<file path="src/rtl/instrument_normalizer.sv">
`timescale 1ns/1ps
// instrument_normalizer: turns signed 16.16 flight state into wrapped/clamped display integers.
// Heading wrap is resolved one correction per cycle; outputs only change on commit.
module instrument_normalizer #(
    parameter int unsigned HEADING_MOD  = 360,
    parameter int unsigned ALT_MAX      = 9999,
    parameter int unsigned SPEED_MAX    = 277,
    parameter int unsigned THROTTLE_MAX = 100
) (
    input  logic        clk,
    input  logic        reset,
    input  logic        in_valid,
    output logic        in_ready,
    input  logic [7:0]  raw_throttle,
    input  logic [31:0] raw_heading,
    input  logic [31:0] raw_altitude,
    input  logic [31:0] raw_speed,
    output logic [7:0]  throttle,
    output logic [15:0] heading,
    output logic [15:0] altitude,
    output logic [15:0] speed,
    output logic        out_valid
);
    localparam int unsigned HW = 17;
    localparam int unsigned IW = 16;
    localparam int unsigned TW = 8;

    localparam logic [HW-1:0] HMOD     = HW'(HEADING_MOD);
    localparam logic [IW-1:0] ALT_CEIL = IW'(ALT_MAX);
    localparam logic [IW-1:0] SPD_CEIL = IW'(SPEED_MAX);
    localparam logic [TW-1:0] THR_CEIL = TW'(THROTTLE_MAX);

    typedef enum logic [1:0] {
        S_IDLE = 2'd0,
        S_WRAP = 2'd1
    } state_t;

    state_t         r_state;
    logic           r_in_ready;
    logic           r_out_valid;
    logic [HW-1:0]  r_h;
    logic [TW-1:0]  r_thr;
    logic [IW-1:0]  r_alt;
    logic [IW-1:0]  r_spd;
    logic [TW-1:0]  r_throttle;
    logic [IW-1:0]  r_heading;
    logic [IW-1:0]  r_altitude;
    logic [IW-1:0]  r_speed;

    logic           w_h_neg;
    logic           w_h_high;
    logic [HW-1:0]  w_h_fix;
    logic [IW-1:0]  w_alt_clamp;
    logic [IW-1:0]  w_spd_clamp;
    logic [TW-1:0]  w_thr_clamp;
    logic           w_unused;

    // Fractional bits are discarded by design.
    assign w_unused = ^{raw_heading[15:0], raw_altitude[15:0], raw_speed[15:0]};

    // One wrap step toward [0, HEADING_MOD).
    assign w_h_neg  = r_h[HW-1];
    assign w_h_high = !w_h_neg && (r_h >= HMOD);
    assign w_h_fix  = w_h_neg ? (r_h + HMOD) : (r_h - HMOD);

    // Negative integers (sign bit set) clamp to zero, otherwise unsigned ceiling compare.
    assign w_alt_clamp = r_alt[IW-1] ? '0 : ((r_alt > ALT_CEIL) ? ALT_CEIL : r_alt);
    assign w_spd_clamp = r_spd[IW-1] ? '0 : ((r_spd > SPD_CEIL) ? SPD_CEIL : r_spd);
    assign w_thr_clamp = (r_thr > THR_CEIL) ? THR_CEIL : r_thr;

    always_ff @(posedge clk or negedge reset) begin
        if (!reset) begin
            r_state     <= S_IDLE;
            r_in_ready  <= 1'b0;
            r_out_valid <= 1'b0;
            r_h         <= '0;
            r_thr       <= '0;
            r_alt       <= '0;
            r_spd       <= '0;
            r_throttle  <= '0;
            r_heading   <= '0;
            r_altitude  <= '0;
            r_speed     <= '0;
        end else begin
            r_out_valid <= 1'b0;
            case (r_state)
                S_IDLE: begin
                    r_in_ready <= 1'b1;
                    if (in_valid && r_in_ready) begin
                        r_thr      <= raw_throttle;
                        r_alt      <= raw_altitude[31:16];
                        r_spd      <= raw_speed[31:16];
                        r_h        <= {raw_heading[31], raw_heading[31:16]};
                        r_in_ready <= 1'b0;
                        r_state    <= S_WRAP;
                    end
                end
                S_WRAP: begin
                    r_in_ready <= 1'b0;
                    if (w_h_neg || w_h_high) begin
                        r_h <= w_h_fix;
                    end else begin
                        r_throttle  <= w_thr_clamp;
                        r_heading   <= r_h[IW-1:0];
                        r_altitude  <= w_alt_clamp;
                        r_speed     <= w_spd_clamp;
                        r_out_valid <= 1'b1;
                        r_in_ready  <= 1'b1;
                        r_state     <= S_IDLE;
                    end
                end
                default: begin
                    r_in_ready <= 1'b0;
                    r_state    <= S_IDLE;
                end
            endcase
        end
    end

    assign in_ready  = r_in_ready;
    assign out_valid = r_out_valid;
    assign throttle  = r_throttle;
    assign heading   = r_heading;
    assign altitude  = r_altitude;
    assign speed     = r_speed;

endmodule

</file>
<file path="config.mk">
export PLATFORM = sky130hd
export DESIGN_NAME = instrument_normalizer
export DESIGN_NICKNAME = d
export VERILOG_FILES = /design/src/rtl/instrument_normalizer.sv
export SDC_FILE = /design/constraint.sdc
export NUM_CORES = 1
export LEC_CHECK = 0
export ABC_AREA = 1
export BUFFER_PORTS_ARGS = -buffer_cell sky130_fd_sc_hd__buf_2
export CORE_UTILIZATION = 55
export CTS_CLUSTER_SIZE = 25
export DETAILED_ROUTE_END_ITERATION = 12
export GPL_ROUTABILITY_DRIVEN = 1
export PLACE_DENSITY_LB_ADDON = 0.12
export RECOVER_POWER = 25
export SYNTH_ARGS = -nofsm -noshare
export SYNTH_HDL_FRONTEND = slang
export SYNTH_SLANG_ARGS = --single-unit
</file>
<file path="constraint.sdc">
create_clock -name clk -period 2.86 [get_ports clk]
set_input_delay 0.143 -clock clk [delete_from_list [all_inputs] [get_ports clk]]
set_output_delay 0.143 -clock clk [all_outputs]
set_load 0.05 [all_outputs]
</file>
### Word-level counts from Yosys, hierarchy flattened

Cells that the tools add are included.

* add/sub/neg operators: 2
* magnitude comparators: 4
* equality and inequality tests: 4
* muxes and demuxes: 16
* bitwise gates (word level): 1
* reductions and logical operators: 10

Operator list (number)
* $mux W15: 4
* $mux W17: 3
* $pmux W17 S2: 1
* $add A17 B9 Y17 const B: 1
* $ge A17 B9 Y1 const B: 1
* $sub A17 B9 Y17 const B: 1
* $gt A16 B14 Y1 const B: 1
* $gt A16 B9 Y1 const B: 1
* $gt A8 B7 Y1 const B: 1
* $mux W8: 1
* $ne A2 B2 Y1 const B: 3
* $reduce_and A2 Y1: 3
* $mux W2: 2
* $pmux W2 S2: 1
* $mux W1: 3
* $reduce_and A3 Y1: 1
* $eq A2 B1 Y1 const B: 1
* $logic_and A1 B1 Y1: 2
* $logic_not A2 Y1: 1
* $pmux W1 S2: 1
* $reduce_bool A2 Y1: 1
* $logic_not A1 Y1: 1
* $logic_or A1 B1 Y1: 1
* $not A1 Y1: 1

* register bits: 117
* bits of input ports: 107
* word-level logic and storage cells: 48

### Logic depth before layout (Yosys ltp)

* word-level depth: 5
* mapped depth: 13
* gate-level depth less buffers: 12

### Least setup slack after synthesis

OpenSTA, ideal clock, no wires.

* path kind: register -> register
* start point: reg r_in_ready, in the netlist in_ready
* end point: reg r_alt[15]
* library setup time: 0.125 ns
* data arrival time: 1.656 ns
* data required time: 2.735 ns
* path slack: 1.079 ns
* cell stages (with the launch flop): 6
* path buffers: 1
* clock period less this slack: 1.781 ns
* cell sequence: dfrtp_1 a21oi_1 inv_1 nand2_1 buf_2 mux2_2

* cells in the longest elaborated chain, start to end: 2

RTL lines
* start, declared: RTL line 39 `logic r_in_ready;`
* start signal, assigned: RTL line 74 `r_in_ready <= 1'b0;`
* start signal, assigned: RTL line 88 `r_in_ready <= 1'b1;`
* start signal, assigned: RTL line 94 `r_in_ready <= 1'b0;`
* $logic_and A1 B1 Y1: RTL line 89 `if (in_valid && r_in_ready) begin`
* $reduce_and A2 Y1 (no line)
* end signal, assigned: RTL line 91 `r_alt <= raw_altitude[31:16];`
* end, declared: RTL line 43 `logic [IW-1:0] r_alt;`

No other way between the ends.
A chain may end at the register's enable or synchronous reset.

### Final worst setup path

* start point: reg r_h[3]
* end point: reg r_h[13]

* cells in the longest elaborated chain, start to end: 5
* elaborated cells on any way between the ends: 10
* classes of those cells: add/sub: 2; order compare: 1; eq/ne: 1; mux: 3; reduce/logical: 3

RTL lines
* start, declared: RTL line 41 `logic [HW-1:0] r_h;`
* start signal, assigned: RTL line 93 `r_h <= {raw_heading[31], raw_heading[31:16]};`
* start signal, assigned: RTL line 101 `r_h <= w_h_fix;`
* $ge A17 B9 Y1: RTL line 63 `assign w_h_high = !w_h_neg && (r_h >= HMOD);`
* $logic_and A1 B1 Y1: RTL line 63
* $logic_or A1 B1 Y1: RTL line 100 `if (w_h_neg || w_h_high) begin`
* $ne A2 B2 Y1 (no line)
* $reduce_and A3 Y1 (no line)

Several ways; a longest one is shown, not always the timed one. The select of a mux whose other input is x is not followed.

==> out/results.tsv <==
stage	metric	value	unit
placed_design	dpl cell area	5870	sq um
critical_path	CP dominant cell by count	nand2_1	
power_and_ir_drop	VDD IR-drop max	0.645	mV
floorplan	FP Rows	35	
critical_path	CP max stage delay	530	ps
critical_path	R2R setup slack	370	ps
critical_path	Reg2Reg Depth	12	
critical_path	Data arrival, critical path	2950	ps
cts	Num CTS Buffers	17	
critical_path	FF-to-FF End	r_h[13]$_DFFE_PN0P_	
routing	antenna-violating nets left	0	
critical_path	crit-path max FO	24	
routing	drc violations	0	
grt	initial antenna violation count	0	
timing	shortest period the worst path allows	2490	ps
placed_design	placed insts	815	
critical_path	Cell Chain, Critical Path	inv_1, ha_1, nor2_1, nand2_1, nand3_2, nor2_2, nand2_4, nand2_4, nor2_1, nand2_1, nand2_1, dlygate4sd3_1	
cts	TritonCTS clock tree	built	
critical_path	CP Capture Type	flop	
power_and_ir_drop	pwr/cell area	1100	nW/um^2
cts	CTS sink cnt	114	
hold_path	Hold Path Cell Cnt	5	
grt	largest net degree at the start of global routing	66	
placed_design	pre-CTS WS	571	ps
routing	drt total wl	13.0	mm
layout	Layout Cells excl Fill	903	
timing	Fin. Hold Viols	0	
floorplan	starting density of the core	56.6	%
layout	fin nets	888	
floorplan	Core Region	9200	sq um
timing	measured slew at the worst slew-check pin	1230	ps
power_and_ir_drop	P_leak	3.70	nW
timing	fin worst setup slack	369	ps
grt	Overall Global Routing Usage	29.1	%
cts	CTS H-tree depth	4	
layout	final core occ	75.6	%
layout	Final Cell Area	6950	sq um
cts	CTS resizes	0	
routing	vias per cell	5.14	
cts	post-CTS setup buffer count	0	
floorplan	Die ar.	9860	sq um
synthesis	post-synthesis average cell area	8.61	sq um
grt	vias in the first global route	4757	
floorplan	Vert. Die Dim	99.3	microns
cts	clk_lat worst skew	520	ps
placed_design	Final HPWL DP	7.82	mm
timing	TNS Setup	0	ps
timing	fin. max-slew vios	0	
critical_path	CP required	3320	ps
timing	period utilization	87.1	%
synthesis	Seq cells post-synth	114	
critical_path	Bufs and invs on worst path	2	
power_and_ir_drop	Final Power	7.62	mW
synthesis	Unique masters post-synth	32	
routing	TritonRoute pass-1 iters	5	
cts	CTS Buffer Depth	2	
synthesis	Mapped Area	5210	sq um
timing	hold slack	37.8	ps
floorplan	Horiz. Die Dim	99.3	microns
critical_path	CP top delay family	simple AND/OR/NAND/NOR gates	
routing	via count	4638	
synthesis	register area share after synthesis	54.8	%
hold_path	hold wc startpoint	raw_heading[24]	
critical_path	RR Startpoint	r_h[3]$_DFFE_PN0P_	
layout	Layout area overhead	33.5	%
timing	Worst slew margin	18.3	%
timing	Worst Skew	14.6	ps
routing	WL/cell	14.3	microns
critical_path	slowest CP cell	dlygate4sd3_1	
cts	Clock Pin Slew Worst Setup and Hold Paths	60	ps
flow_run	max-cap viol count	0	
outcome	status	complete, no violations	
synthesis	Yosys Warn Count	0	
timing	RSZ-0062 raised after global routing	false	
hold_path	min-delay worst type	primary input to flop	
synthesis	Post-Synthesis Cells	605	
hold_path	Hold Path Sink	r_h[8]$_DFFE_PN0P_	
cts	CTS root buf	clkbuf_8	
layout	share of post-route cells with drive strength above 1	25.3	%
grt	grt total ovfl	0	
floorplan	num ports	165	
placed_design	GP Congestion	0.929	
critical_path	crit start category	flop	
placed_design	IO Port Bufs	114	
timing	setup violators final	0	
grt	first-pass GRT wire length	22.2	mm
critical_path	critical path type	flop to flop	
layout	n_diodes	0	
timing	maximum achievable frequency	402	MHz
routing	starting DRC count in detailed routing	267	
-- repair_timing --
action                                  4_1_cts  5_1_grt
hold buffers                                 56        0
hold endpoints to repair                    103        0
endpoints found under the setup margin        0        0
-- cell type report --
| cell class | instances | area, sq um |
|---|---|---|
| clock buffers | 18 | 428 |
| clock inverters | 14 | 105 |
| inverters | 63 | 239 |
| flip-flops and latches | 114 | 2850 |
| well taps | 111 | 139 |
| repair buffers | 178 | 1200 |
| fillers | 671 | 2240 |
| multi-input cells | 405 | 1980 |
-- kinds of logic (layout without fill, tap and decap cells) --
logic type,Yosys count,in the layout,synth area share (%)
AO/OA/AOI/OAI,78,78,8.17
adder cells (fa/ha/maj),2,2,0.480
buffers and inverters,87,273,7.25
XOR/XNOR,3,3,0.505
flip-flops,114,114,54.8
multiplexers,23,23,4.97
other,1,2,0.0720
AND/OR/NAND/NOR,297,297,23.8
-- worst max-delay path by stage --
stage,from,to,slack [ps],depth (start not counted)
final,r_h[3]$_DFFE_PN0P_,r_h[13]$_DFFE_PN0P_,370,12
after global routing,r_h[3]$_DFFE_PN0P_,r_h[13]$_DFFE_PN0P_,60,12
after CTS,r_h[3]$_DFFE_PN0P_,r_h[13]$_DFFE_PN0P_,350,12
after detailed placement,r_h[3]$_DFFE_PN0P_,altitude[5]$_DFFE_PN0P_,570,10
after global placement,r_h[3]$_DFFE_PN0P_,altitude[5]$_DFFE_PN0P_,660,10
after floorplan,in_ready$_DFF_PN0_,r_alt[15]$_DFFE_PN0P_,1080,5
-- placed cells by master, fill, tap and decap left out, drive strengths merged --
cell type	netlist	layout
nand2	172	172
nor3	8	8
dlygate4sd3	0	56
conb	1	2
clkinvlp	0	2
nand3	29	29
mux2	23	23
xor2	3	3
ha	2	2
a31oi	3	3
nor2	80	80
nand4	6	6
inv	62	66
a21o	1	1
a21oi	29	29
nand3b	2	2
buf	19	120
o211ai	1	1
clkbuf	5	20
dfrtp	114	114
o21ai	44	44
clkinv	1	9
-- layer usage --
metal  up-vias  GRT usage [%]  part of all wire, %  wire length [microns]
met5         -              0                    0                      0
met4         0           12.0                  2.5                    329
met3        39           7.10                  5.1                    667
met2       150           51.0                   52                   6730
met1      2186           34.5                   40                   5230
li1       2263              -                    -                      -
-- registers in the layout (all words and copies together) (netlist names) --
| signal | cells |
|---|---|
| altitude | 15 |
| heading | 16 |
| in_ready | 1 |
| out_valid | 1 |
| r_alt | 16 |
| r_h | 17 |
| r_spd | 16 |
| r_state | 1 |
| r_thr | 8 |
| speed | 15 |
| throttle | 8 |
-- Yosys cell counts --
| master | count | area, sq um |
|---|---|---|
| nand2_4 | 2 | 22.5 |
| mux2_2 | 23 | 259 |
| clkinv_1 | 1 | 3.75 |
| buf_2 | 12 | 60.1 |
| nor3_1 | 6 | 30.0 |
| xor2_1 | 3 | 26.3 |
| o21ai_0 | 26 | 130 |
| o21ai_2 | 7 | 61.3 |
| buf_6 | 2 | 22.5 |
| a21oi_1 | 29 | 145 |
| buf_4 | 5 | 37.5 |
| o21ai_1 | 11 | 55.1 |
| clkbuf_1 | 5 | 18.8 |
| nor2_2 | 3 | 18.8 |
| nor2_1 | 75 | 282 |
| a21o_1 | 1 | 7.51 |
| nand3_1 | 28 | 140 |
| o211ai_1 | 1 | 7.51 |
| inv_1 | 58 | 218 |
| nand2_1 | 169 | 634 |
| nand2_2 | 1 | 6.26 |
| inv_2 | 3 | 11.3 |
| nor3_2 | 2 | 20.0 |
| dfrtp_1 | 114 | 2850 |
| nand3_2 | 1 | 10.0 |
| nor2_4 | 2 | 22.5 |
| ha_1 | 2 | 25.0 |
| nand4_1 | 6 | 37.5 |
| conb_1 | 1 | 3.75 |
| a31oi_1 | 3 | 18.8 |
| inv_4 | 1 | 6.26 |
| nand3b_1 | 2 | 15.0 |
-- power breakdown --
| part | total (mW) | internal (mW) | switching [mW] | leakage (nW) |
|---|---|---|---|---|
| combinational | 3.04 | 1.06 | 1.98 | 2.00 |
| sequential | 2.67 | 2.20 | 0.473 | 1.43 |
| clock | 1.91 | 1.09 | 0.814 | 0.262 |
| total | 7.62 | 4.35 | 3.27 | 3.70 |
-- worst min-delay path, cell delays in order --
cell and delay [ps]:
buf_2 80, nor2_1 40, nor2_1 110, o21ai_1 80, nand2_1 60
(Power assumes the default switching activity.)
